===== src/rtl/mdu_pkg.sv =====
// Shared definitions for the multiply/divide unit: default width, divider FSM
// encoding and the quotient pattern returned for a zero divisor.
package mdu_pkg;

  localparam int DIV_WIDTH = 32;

  typedef enum logic [1:0] {
    IDLE = 2'd0,
    CALC = 2'd1,
    DONE = 2'd2
  } div_state_e;

  localparam logic [DIV_WIDTH-1:0] DIV_BY_ZERO_Q = '1;

endpackage


===== src/rtl/div_step.sv =====
// One restoring shift-subtract iteration: brings in the next dividend bit,
// trial-subtracts the divisor and keeps the difference only if it is non-negative.
module div_step
  import mdu_pkg::*;
#(
  parameter int WIDTH = DIV_WIDTH
) (
  input  logic [WIDTH:0]   rem,
  input  logic             dvd_bit,
  input  logic [WIDTH-1:0] divisor,
  output logic [WIDTH:0]   rem_next,
  output logic             q_bit
);

  // One guard bit above the partial remainder keeps the trial sign exact.
  logic signed [WIDTH+1:0] shifted;
  logic signed [WIDTH+1:0] trial;

  always_comb begin
    shifted  = $signed({rem, dvd_bit});
    trial    = shifted - $signed({2'b00, divisor});
    q_bit    = ~trial[WIDTH+1];
    rem_next = q_bit ? trial[WIDTH:0] : shifted[WIDTH:0];
  end

endmodule


===== src/rtl/divider.sv =====
// Iterative signed divider: restoring division on operand magnitudes, one
// quotient bit per clock, signs applied when the last bit is produced.
module divider
  import mdu_pkg::*;
#(
  parameter int WIDTH = DIV_WIDTH
) (
  input  logic             clk,
  input  logic             reset,
  input  logic             div_begin,
  input  logic [WIDTH-1:0] div_op1,
  input  logic [WIDTH-1:0] div_op2,
  output logic [WIDTH-1:0] quotient,
  output logic [WIDTH-1:0] remainder,
  output logic             div_by_zero,
  output logic             overflow,
  output logic             busy,
  output logic             div_end
);

  localparam int CW = $clog2(WIDTH);
  localparam logic [WIDTH-1:0] MIN_NEG = {1'b1, {(WIDTH-1){1'b0}}};

  div_state_e       state;
  div_state_e       state_nx;
  logic [CW-1:0]    count;
  logic [WIDTH:0]   rem;
  logic [WIDTH-1:0] dvd;
  logic [WIDTH-1:0] dvs;
  logic             q_sign;
  logic             r_sign;
  logic             ovf_pend;
  logic [WIDTH:0]   step_rem;
  logic             step_q;
  logic             last_step;
  logic             op2_zero;

  function automatic logic [WIDTH-1:0] magnitude(input logic signed [WIDTH-1:0] v);
    // -MIN_NEG wraps to itself, which is the correct unsigned magnitude.
    return v[WIDTH-1] ? $unsigned(-v) : $unsigned(v);
  endfunction

  function automatic logic [WIDTH-1:0] apply_sign(input logic neg,
                                                  input logic [WIDTH-1:0] mag);
    return neg ? -mag : mag;
  endfunction

  // The working dividend register doubles as the quotient accumulator.
  div_step #(.WIDTH(WIDTH)) u_step (
    .rem      (rem),
    .dvd_bit  (dvd[WIDTH-1]),
    .divisor  (dvs),
    .rem_next (step_rem),
    .q_bit    (step_q)
  );

  assign op2_zero  = (div_op2 == '0);
  assign last_step = (state == CALC) && (count == CW'(WIDTH-1));
  assign busy      = (state == CALC);
  assign div_end   = (state == DONE);

  always_comb begin
    state_nx = state;
    unique case (state)
      IDLE:    if (div_begin) state_nx = op2_zero ? DONE : CALC;
      CALC:    if (last_step) state_nx = DONE;
      DONE:    if (!div_begin) state_nx = IDLE;
      default: state_nx = IDLE;
    endcase
  end

  // Control and architectural outputs
  always_ff @(posedge clk) begin
    if (reset) begin
      state       <= IDLE;
      count       <= '0;
      quotient    <= '0;
      remainder   <= '0;
      div_by_zero <= 1'b0;
      overflow    <= 1'b0;
    end else begin
      state <= state_nx;
      unique case (state)
        IDLE: begin
          count <= '0;
          if (div_begin && op2_zero) begin
            quotient    <= WIDTH'(DIV_BY_ZERO_Q);
            remainder   <= div_op1;
            div_by_zero <= 1'b1;
            overflow    <= 1'b0;
          end
        end
        CALC: begin
          count <= count + 1'b1;
          if (last_step) begin
            quotient    <= apply_sign(q_sign, {dvd[WIDTH-2:0], step_q});
            remainder   <= apply_sign(r_sign, step_rem[WIDTH-1:0]);
            div_by_zero <= 1'b0;
            overflow    <= ovf_pend;
          end
        end
        default: ;
      endcase
    end
  end

  // Working datapath
  always_ff @(posedge clk) begin
    unique case (state)
      IDLE: begin
        if (div_begin && !op2_zero) begin
          dvd      <= magnitude(div_op1);
          dvs      <= magnitude(div_op2);
          rem      <= '0;
          q_sign   <= div_op1[WIDTH-1] ^ div_op2[WIDTH-1];
          r_sign   <= div_op1[WIDTH-1];
          ovf_pend <= (div_op1 == MIN_NEG) && (div_op2 == '1);
        end
      end
      CALC: begin
        dvd <= {dvd[WIDTH-2:0], step_q};
        rem <= step_rem;
      end
      default: ;
    endcase
  end

endmodule

===== config.mk =====
export PLATFORM = sky130hd
export DESIGN_NAME = divider
export DESIGN_NICKNAME = d
export VERILOG_FILES = /design/src/rtl/mdu_pkg.sv /design/src/rtl/div_step.sv /design/src/rtl/divider.sv
export SDC_FILE = /design/constraint.sdc
export NUM_CORES = 1
export LEC_CHECK = 0
export ABC_CLOCK_PERIOD_IN_PS = 11800
export CELL_PAD_IN_SITES_DETAIL_PLACEMENT = 0
export CELL_PAD_IN_SITES_GLOBAL_PLACEMENT = 1
export CORE_ASPECT_RATIO = 0.9
export CORE_MARGIN = 3
export CORE_UTILIZATION = 47
export DETAILED_ROUTE_END_ITERATION = 10
export PLACE_DENSITY = 0.95
export SETUP_SLACK_MARGIN = 0.5
export SKIP_LAST_GASP = 1
export SLEW_MARGIN = 20
export SYNTH_ARGS = -nofsm -noshare
export SYNTH_HDL_FRONTEND = slang
export SYNTH_SLANG_ARGS = --single-unit

===== constraint.sdc =====
create_clock -name clk -period 11.8 [get_ports clk]
set_input_delay 2.36 -clock clk [delete_from_list [all_inputs] [get_ports clk]]
set_output_delay 2.36 -clock clk [all_outputs]
set_load 0.02 [all_outputs]

==> metrics <==
slowest stage delay, CP=just under 0.7 ns; Reg clk slew, reported paths=0.07 ns; cell count after synthesis=approximately 1.4k; gpl congestion=0.953; H-tree depth=4; GRT Util Overall=0.244; Rows=54; number of global-route vias before repair=10.3k; final WL=34.0 mm; clock share of power=0.281; Peak Freq=0.178 GHz; reg-to-reg critical path startpoint=rem[7]; worst hold path class=register to register; drt pass-1 iters=6; Syn Area/Cell=8.66 µm²; status=finished, final reports clean; worst hold endpoint=remainder[2]; Worst slew margin=0.313; final worst slack=6.19 ns; VDD IR max=about 0.00012 V; final antenna-violating net count=0; area grow syn2layout=18.4%; CP Cell Sequence=ha_1, nand2_1, o21ai_1, nand3_1, a311oi_2, o21a_2, nor2_4, inv_2, mux2i_1, ha_1, inv_1, or4b_2, nor2_1, nand3_1, o22a_1, nor4_1, o22ai_1, a311oi_1; Sw Share=0.379; Post-synth EDFFs=100; Fin Setup TNS=0 ns; clock latency at the later pin of the worst-skew pair=approximately 0.45 ns; post-synthesis cell area=~12,000 µm²; via density per instance=6.01; Leak=a little over 5 nW; commonest non-fill, non-tap cell in the layout=nand2_1; min cycle time layout=5.61 ns; first-pass GRT wire length=roughly 54 mm; starting DRC count in detailed routing=around 1.1k; Sw Pwr=0.786 mW; hold_ws=0.490 ns; CP Launch Type=register; simple-gate share of the synthesized area=0.204; post-synthesis compound-gate area fraction=0.218; Die ar.=27,400 µm²; ys flop type=edfxtp_1; distinct cell type count after synthesis=84; RSZ-0062 raised after global routing=false; DP Cell Count=~1.8k; Reg area=4460 µm²; vias after detailed routing=roughly 11k; layout cells sized above 1=0.0584; RR Endpoint=remainder[28]; worst endpoint data arrival time=roughly 6.0 ns; antenna fix cells=0; Synth Area in XOR/XNOR=0.0958; root buffer cell=clkbuf_16; Flop pwr share=0.364; sequential fraction of the synthesis area=0.373; hold path depth=2; drt drc=0; # setup viols final=0; Final Hold Vio Count=0; cell taking the most area after synthesis=edfxtp_1; reg2reg path depth=18; combinational family with the most area after synthesis=compound AO/OA/AOI/OAI gates; die height=157 µm; hold buffer count at CTS=0; CTS tree=done; CP max-delay cell=or4b_2; max_cap viols=0; Clock Tree Buf Depth=2; Setup crit end kind=register; crit share post-route=0.475; Buffers on Ports=roughly 130; PostCTS Resize Cnt=0; Worst Skew=0.0172 ns; wire length per cell=18.6 µm; worst slew pin tran=1.03 ns; initial antenna violation count=0; area used by multi-input combinational logic=7040 µm²; DP Worst Slack=5.80 ns; global route total overflow=0; Setup Buffers After CTS=0; ys async rst share=0; Num Clock Sinks=173; synthesis-stage register bit count=173; Core ar.=24,700 µm²; Crit Path Class=register to register; NumNets Final=1,585; Pint=between 1 and 1.5 mW; data required time of the worst path=12.15 ns; max-slew violations=0; largest cells by area after synthesis=edfxtp_1 (25%), dfxtp_1 (12%), xor2_1 (5.6%); Top Ports=between 100 and 150; pwr/cell area=146 nW/µm²; die width=174 µm; post-synthesis net count=1,490; Combinational Power Share=0.355; Util after Layout=0.575; hold_sp=remainder[2]; commonest cells after routing, fill and taps aside=nand2_1 (135), nor2_1 (134), clkdlybuf4s50_1 (133), edfxtp_1 (100), o21ai_0 (99); CP max FO=16; R2R setup slack=~6.2 ns; total CTS buffers=17; largest net degree at the start of global routing=78; # fillers=between 2k and 2.5k; total number of yosys warnings=0; Initial Utilization=0.486; Synth top area share=0.251; Non-Filler Instances=1,827; Final HPWL DP=24.8 mm; mux share of post-synthesis cell area=0.0251; Synth Area in Adders=0.0424
-- kinds of logic (layout without fill, tap and decap cells) --
kind of cell	count (synthesis)	count (layout)
XOR/XNOR	131	131
flip-flops	173	173
adder cells (fa/ha/maj)	40	40
AND/OR/NAND/NOR	488	488
AO/OA/AOI/OAI	397	397
buffers and inverters	125	233
multiplexers	29	29
-- power groups by stage --
stage	clock network, mW	logic (mW)	registers [mW]
final	0.583	0.735	0.754
after floorplan	0	0.550	0.745
after CTS	0.590	0.725	0.754
after global placement	0	0.706	0.766
after detailed placement	0	0.718	0.768
after global routing	0.609	0.816	0.760
-- flip-flops by register name, indices dropped and copies added, names as in the netlist --
register / flops
rem: 33
dvd: 32
dvs: 32
quotient: 32
remainder: 32
count: 5
state: 2
div_by_zero: 1
overflow: 1
ovf_pend: 1
q_sign: 1
r_sign: 1
-- Yosys cell counts (all sizes together), types with 4 or more instances --
cell type	number
nor4	18
nor3	29
nand3b	6
mux2i	24
o41ai	15
clkbuf	55
and2	12
inv	51
ha	39
a31oi	16
nor2	136
buf	18
o31ai	34
a22oi	7
o22ai	6
a21o	17
nand2b	17
nand3	25
o21a	6
dfxtp	73
a211oi	53
nor2b	12
a21oi	72
o211ai	11
o21ai	110
nand4	19
and4	5
a211o	4
mux2	5
a311oi	13
or2	7
xnor2	54
edfxtp	100
a21boi	4
or4	15
o21bai	4
xor2	77
and3	16
nand2	135
or3	23
-- critical path, delay by kind of cell, from the launching register on --
family	cells	cell delay, ns
simple gates	7	1.89
compound gates	6	1.97
mux	1	0.27
buf+inv	2	0.16
flops	1	0.51
fa+ha+maj	2	0.70
-- how the worst max path moves through the flow --
| stage | start | end |
|---|---|---|
| floorplan | div_op1[10] | dvd[30] |
| global placement | div_op1[6] | dvd[29] |
| detailed placement | div_op1[5] | dvd[29] |
| CTS | rem[7] | remainder[28] |
| global route | rem[7] | remainder[28] |
| finish | rem[7] | remainder[28] |
-- cell type report --
type | count | area share
clock buffer | 17 | 0.0300
clock inverter | 15 | 0.0125
inverter | 52 | 0.0138
multi-input combinational | 1085 | 0.496
sequential | 173 | 0.315
tap | 336 | 0.0296
timing repair buffer | 149 | 0.104
-- stage by stage --
stage | instance area (µm²) | total power [mW]
finish | 14200 | 2.07
global route | 14200 | 2.18
CTS | 14200 | 2.07
detailed placement | 13600 | 1.49
global placement | 13600 | 1.47
floorplan | 12000 | 1.29
-- layer usage --
layer / track usage / wire (µm)
met4: 0.0735 / 814
met3: 0.0528 / 2180
met5: 0 / 0
met2: 0.413 / 16300
met1: 0.316 / 14700
No activity file was read; power rests on OpenSTA's default activity.
